$ cat src/rtl/hw_stack_if.sv
// Processor data-bus side of the hardware stack: strobes in, result and status out.
interface hw_stack_if #(
  parameter int unsigned WIDTH  = 16,
  parameter int unsigned ADDR_W = 4
);
  logic [WIDTH-1:0]  data_in;
  logic              push;
  logic              pop;
  logic              read;
  logic [ADDR_W-1:0] peek_offset;
  logic              clear;
  logic [WIDTH-1:0]  data_out;
  logic              out_valid;
  logic [ADDR_W:0]   count;
  logic              full;
  logic              empty;
  logic              overflow;
  logic              underflow;

  // Control decoder / bus owner side
  modport master (
    output data_in, push, pop, read, peek_offset, clear,
    input  data_out, out_valid, count, full, empty, overflow, underflow
  );

  // Stack side
  modport slave (
    input  data_in, push, pop, read, peek_offset, clear,
    output data_out, out_valid, count, full, empty, overflow, underflow
  );
endinterface

$ cat src/rtl/hw_stack.sv
// Parametrised circular-buffer LIFO with swap, indexed peek and sticky error flags.
module hw_stack #(
  parameter int unsigned WIDTH    = 16,
  parameter int unsigned DEPTH    = 16,
  parameter int unsigned ADDR_W   = 4,
  parameter int unsigned OVF_MODE = 0
) (
  input  logic        clk,
  input  logic        reset,
  hw_stack_if.slave   bus
);
  localparam int unsigned CW = ADDR_W + 1;

  logic [WIDTH-1:0]  mem [DEPTH];

  logic [ADDR_W-1:0] base_q, base_d;
  logic [CW-1:0]     count_q, count_d;
  logic [WIDTH-1:0]  dout_q, dout_d;
  logic              valid_q, valid_d;
  logic              ovf_q, ovf_d;
  logic              unf_q, unf_d;

  logic              wr_en;
  logic [ADDR_W-1:0] wr_addr;
  logic [WIDTH-1:0]  wr_data;

  logic [ADDR_W-1:0] top_idx;
  logic [ADDR_W-1:0] tail_idx;
  logic [ADDR_W-1:0] peek_idx;
  logic              is_full;
  logic              is_empty;

  // Index arithmetic wraps naturally in ADDR_W bits; count==DEPTH truncates to 0.
  assign top_idx  = base_q + count_q[ADDR_W-1:0] - ADDR_W'(1);
  assign tail_idx = base_q + count_q[ADDR_W-1:0];
  assign peek_idx = top_idx - bus.peek_offset;
  assign is_full  = (count_q == CW'(DEPTH));
  assign is_empty = (count_q == '0);

  // Next-state decode with priority clear > swap > push > pop > read
  always_comb begin
    base_d  = base_q;
    count_d = count_q;
    dout_d  = dout_q;
    valid_d = 1'b0;
    ovf_d   = ovf_q;
    unf_d   = unf_q;
    wr_en   = 1'b0;
    wr_addr = tail_idx;
    wr_data = bus.data_in;

    if (bus.clear) begin
      base_d  = '0;
      count_d = '0;
      ovf_d   = 1'b0;
      unf_d   = 1'b0;
    end else if (bus.push && bus.pop) begin
      if (is_empty) begin
        // Swap on an empty stack degrades to a plain push and flags the missing pop
        wr_en   = 1'b1;
        wr_addr = tail_idx;
        count_d = count_q + CW'(1);
        unf_d   = 1'b1;
      end else begin
        dout_d  = mem[top_idx];
        valid_d = 1'b1;
        wr_en   = 1'b1;
        wr_addr = top_idx;
      end
    end else if (bus.push) begin
      if (!is_full) begin
        wr_en   = 1'b1;
        wr_addr = tail_idx;
        count_d = count_q + CW'(1);
      end else begin
        ovf_d = 1'b1;
        if (OVF_MODE != 0) begin
          // Overwrite the oldest slot; it becomes the new top once base advances
          wr_en   = 1'b1;
          wr_addr = base_q;
          base_d  = base_q + ADDR_W'(1);
        end
      end
    end else if (bus.pop) begin
      if (is_empty) begin
        unf_d = 1'b1;
      end else begin
        dout_d  = mem[top_idx];
        valid_d = 1'b1;
        count_d = count_q - CW'(1);
      end
    end else if (bus.read) begin
      valid_d = 1'b1;
      if (CW'(bus.peek_offset) < count_q) begin
        dout_d = mem[peek_idx];
      end else begin
        dout_d = '0;
      end
    end
  end

  // Control and result registers
  always_ff @(posedge clk or negedge reset) begin
    if (!reset) begin
      base_q  <= '0;
      count_q <= '0;
      dout_q  <= '0;
      valid_q <= 1'b0;
      ovf_q   <= 1'b0;
      unf_q   <= 1'b0;
    end else begin
      base_q  <= base_d;
      count_q <= count_d;
      dout_q  <= dout_d;
      valid_q <= valid_d;
      ovf_q   <= ovf_d;
      unf_q   <= unf_d;
    end
  end

  // Storage array; contents survive reset and clear
  always_ff @(posedge clk) begin
    if (wr_en) begin
      mem[wr_addr] <= wr_data;
    end
  end

  assign bus.data_out  = dout_q;
  assign bus.out_valid = valid_q;
  assign bus.count     = count_q;
  assign bus.full      = is_full;
  assign bus.empty     = is_empty;
  assign bus.overflow  = ovf_q;
  assign bus.underflow = unf_q;
endmodule

$ cat src/flat_wrapper.sv
// flat-port wrapper written by rule: the top's interface ports become plain ports
module hw_stack_flat 
#(
  parameter int unsigned WIDTH    = 16,
  parameter int unsigned DEPTH    = 16,
  parameter int unsigned ADDR_W   = 4,
  parameter int unsigned OVF_MODE = 0
)
  (clk, reset, bus_data_in, bus_push, bus_pop, bus_read, bus_peek_offset, bus_clear, bus_data_out, bus_out_valid, bus_count, bus_full, bus_empty, bus_overflow, bus_underflow);
  hw_stack_if #(.WIDTH(WIDTH), .ADDR_W(ADDR_W)) bus_i ();
  input  logic clk;
  input  logic reset;
  input wire logic [$bits(bus_i.data_in)-1:0] bus_data_in;
  input wire logic [$bits(bus_i.push)-1:0] bus_push;
  input wire logic [$bits(bus_i.pop)-1:0] bus_pop;
  input wire logic [$bits(bus_i.read)-1:0] bus_read;
  input wire logic [$bits(bus_i.peek_offset)-1:0] bus_peek_offset;
  input wire logic [$bits(bus_i.clear)-1:0] bus_clear;
  output wire logic [$bits(bus_i.data_out)-1:0] bus_data_out;
  output wire logic [$bits(bus_i.out_valid)-1:0] bus_out_valid;
  output wire logic [$bits(bus_i.count)-1:0] bus_count;
  output wire logic [$bits(bus_i.full)-1:0] bus_full;
  output wire logic [$bits(bus_i.empty)-1:0] bus_empty;
  output wire logic [$bits(bus_i.overflow)-1:0] bus_overflow;
  output wire logic [$bits(bus_i.underflow)-1:0] bus_underflow;
  assign bus_i.data_in = bus_data_in;
  assign bus_i.push = bus_push;
  assign bus_i.pop = bus_pop;
  assign bus_i.read = bus_read;
  assign bus_i.peek_offset = bus_peek_offset;
  assign bus_i.clear = bus_clear;
  assign bus_data_out = bus_i.data_out;
  assign bus_out_valid = bus_i.out_valid;
  assign bus_count = bus_i.count;
  assign bus_full = bus_i.full;
  assign bus_empty = bus_i.empty;
  assign bus_overflow = bus_i.overflow;
  assign bus_underflow = bus_i.underflow;
  hw_stack #(.WIDTH(WIDTH), .DEPTH(DEPTH), .ADDR_W(ADDR_W), .OVF_MODE(OVF_MODE)) u_core (.clk(clk), .reset(reset), .bus(bus_i));
endmodule
$ cat config.mk
export PLATFORM = sky130hd
export DESIGN_NAME = hw_stack_flat
export DESIGN_NICKNAME = d
export VERILOG_FILES = /design/src/rtl/hw_stack_if.sv /design/src/rtl/hw_stack.sv /design/src/flat_wrapper.sv
export SDC_FILE = /design/constraint.sdc
export NUM_CORES = 1
export LEC_CHECK = 0
export BUFFER_PORTS_ARGS = -buffer_cell sky130_fd_sc_hd__buf_2
export CORE_UTILIZATION = 56
export CTS_CLUSTER_SIZE = 12
export DETAILED_ROUTE_END_ITERATION = 6
export PLACE_DENSITY = 0.76
export SLEW_MARGIN = 20
export SYNTH_ARGS = -nofsm -noshare
export SYNTH_HDL_FRONTEND = slang
export SYNTH_SLANG_ARGS = --single-unit
$ cat constraint.sdc
create_clock -name clk -period 3.84 [get_ports clk]
set_input_delay 0.384 -clock clk [delete_from_list [all_inputs] [get_ports clk]]
set_output_delay 0.384 -clock clk [all_outputs]
set_load 0.01 [all_outputs]
==> impl_metrics.csv <==
group,metric,value,unit
logic_synthesis,synth_cell_types,51,
final_layout,area_growth,12.33,%
sta,finalSetupViolations,0,
floorplanning,chipWidth,159.4,um
clocking,cts_sinks,280,
floorplanning,core,0.02432,mm2
final_layout,multi_input_area,0.005254,mm2
floorplanning,start_util,57.05,%
worst_setup_path,path_delay_family,"adder cells",
logic_synthesis,synthCells,928,
grt,grt.overflow.total,0,
sta,layout_min_cycle_time,3662,ps
routing,route.detailed.drc,0,
sta,period_share,95.35,%
routing,vias,9419,
worst_setup_path,worst-setup-path-type,"flip-flop to flip-flop",
floorplanning,ioPinCount,52,
worst_setup_path,critPathCaptureType,"flip-flop",
place,port_buffers,51,
logic_synthesis,synthArstFlopShare,8.571,%
worst_setup_path,rr_startpoint,"u_core.bus.count[0]$_DFFE_PN0P_",
final_layout,final_nets,1003,
sta,relSlewSlack,19.55,%
sta,fin_tns_setup,0,ps
final_layout,seq_area,0.008292,mm2
grt,grt_pass1_vias,9321,
sta,slew_violations,0,
run,drv_cap,0,
logic_synthesis,syn_area_per_cell,14.95,um2
clocking,cts_root_buf,"clkbuf_16",
logic_synthesis,synth-edff-count,256,
worst_setup_path,reg2regPathDepth,9,
worst_setup_path,critPathBufInv,2,
logic_synthesis,synthesis.nets,965,
clocking,clkLatencyLatePin,580,ps
clocking,cts_tree,"built",
routing,routed_wl,37.13,mm
worst_setup_path,crit_start,"u_core.bus.count[0]$_DFFE_PN0P_",
final_layout,diodes,0,
floorplanning,die_h,159.4,um
worst_setup_path,cpPeakStageDelay,1080,ps
sta,hold_violations,0,
sta,max_freq,0.2731,GHz
worst_setup_path,required,4290,ps
grt,grt_max_degree,68,
logic_synthesis,yosysWarnings,0,
sta,rsz0062_at_grt,"no",
clocking,numCtsBuffers,30,
logic_synthesis,synth_area_leaders,"edfxtp_1, mux4_2, mux2i_1",
worst_setup_path,crit_cells,9,
final_layout,drive_gt1_share,23.23,%
logic_synthesis,ys_ff_latch,280,
clocking,clockBufferDepth,3,
logic_synthesis,synth_commonest_cells,"edfxtp_1, mux2i_1, nor2b_1",
logic_synthesis,ys_seq_area_share,59.73,%
routing,final_antenna_net_count,0,
worst_setup_path,slowest_stage,"fa_4",
grt,track_usage,29.64,%
logic_synthesis,synthFlopType,"edfxtp_1",
worst_setup_path,cp_cell_sequence,"clkinv_1 > ha_4 > fa_4 > buf_12 > nor2b_1 > a2111oi_0 > nor4_1 > nand4_1 > a31oi_1",
clocking,path_clk_slew,60,ps
floorplanning,die_area,0.02541,mm2
logic_synthesis,yosysMostFrequentCell,"edfxtp_1",
floorplanning,num_rows,57,
grt,antenna_found_initial,0,
sta,finClkSkew,22.86,ps
clocking,cts_resized,0,
hold_path,holdCritPathClass,"input pin to flip-flop",
status,status,"complete, no violations",
final_layout,n_fill_cell,1707,
routing,via_per_inst,7.168,
worst_setup_path,worstPathArrival,4110,ps
logic_synthesis,syn_area,0.01387,mm2
logic_synthesis,synth_top_area_cell,"edfxtp_1",
sta,worstMarginPinSlew,1207,ps
hold_path,worstHoldStart,"bus_clear",
logic_synthesis,synth_top_area_share,55.41,%
clocking,ctsHtreeMaxLevel,1,
worst_setup_path,start_kind,"flip-flop",
place,hpwl,20.38,mm
routing,wire_per_inst,28.26,um
routing,dr.pass1.iters,5,
worst_setup_path,critPathMaxFanout,42,
routing,drtIter0Drc,1284,
grt,grt_first_pass_wirelength,56.42,mm
hold_path,min_path_cells,2,
place,gp_congestion,0.8412,
[final cells by class]
| type | count | share of cell area (%) |
|---|---|---|
| flip-flops and latches | 280 | 53.20 |
| multi-input cells | 551 | 33.71 |
| clock buffers | 48 | 5.572 |
| repair buffers | 89 | 3.966 |
| well taps | 324 | 2.601 |
| clock inverters | 8 | 0.6101 |
| inverters | 14 | 0.3372 |
[final timing paths]
kind,end,slack (ps)
max,u_core.bus.data_out[9]$_DFFE_PN0P_,180
min,u_core.bus.underflow$_DFFE_PN0P_,150
max reg2reg,u_core.bus.data_out[9]$_DFFE_PN0P_,180
min reg2reg,u_core.bus.underflow$_DFFE_PN0P_,520
max in group asynchronous,u_core.bus.count[0]$_DFFE_PN0P_,2800
min in group asynchronous,u_core.bus.data_out[10]$_DFFE_PN0P_,460
[routing by layer]
metal | global-route usage [%] | vias to the layer above | share of wire (%)
met4 | 10.75 | 0 | 3.4
met2 | 46.59 | 666 | 47
met3 | 6.252 | 115 | 11
met1 | 41.22 | 4683 | 39
met5 | 0 | - | 0
li1 | - | 3955 | -
[what timing repair did]
action,in CTS,in global routing
hold buffers,1,0
endpoints found under the hold margin,24,0
endpoints found under the setup margin,0,0
buffers inserted,0,0
[registers in the layout, summed over array words and instances (netlist names)]
signal and flops:
u_core.mem 256, u_core.bus.data_out 16, u_core.bus.count 5, u_core.bus.out_valid 1, u_core.bus.overflow 1, u_core.bus.underflow 1
[cells by family after synthesis]
logic type | synth area share [%]
DFF | 59.73
buffers and inverters | 3.201
muxes | 15.15
and+or+nand+nor | 10.85
AOI/OAI and AO/OA | 9.243
adders and majority gates | 1.046
xor gates and xnor gates | 0.7756
[stage by stage]
stage,std cells,worst slack [ps],instance area [um2],hold slack [ps],utilization [%]
finish,1314,178.4,15580,151.1,64.08
global route,1314,7.052,15580,143.7,64.08
CTS,1314,264.1,15580,128.5,64.08
detailed placement,1257,318.0,14610,506.1,60.08
global placement,1257,413.7,14610,485.2,60.08
floorplan,928,167.0,13870,88.41,-
[layout by cell type, fill, tap and decap left out, drive strengths merged, types with 2 or more instances in the layout]
master / count
mux4: 64
ha: 10
a2111oi: 64
mux2i: 66
nor4b: 2
nand4: 33
clkbuf: 48
o21a: 6
nor2b: 65
nand2: 10
xor2: 2
xnor2: 5
nor3: 9
inv: 14
o32ai: 16
a31oi: 21
nor2: 21
buf: 88
nor4: 34
clkinv: 7
and3: 64
nand3: 2
a22o: 32
or3: 2
o21ai: 2
a21oi: 8
dfrtp: 24
edfxtp: 256
Power is left out: the tool's default activity adds up to more than one toggle a clock period on the data nets, which glitch-free logic cannot reach.
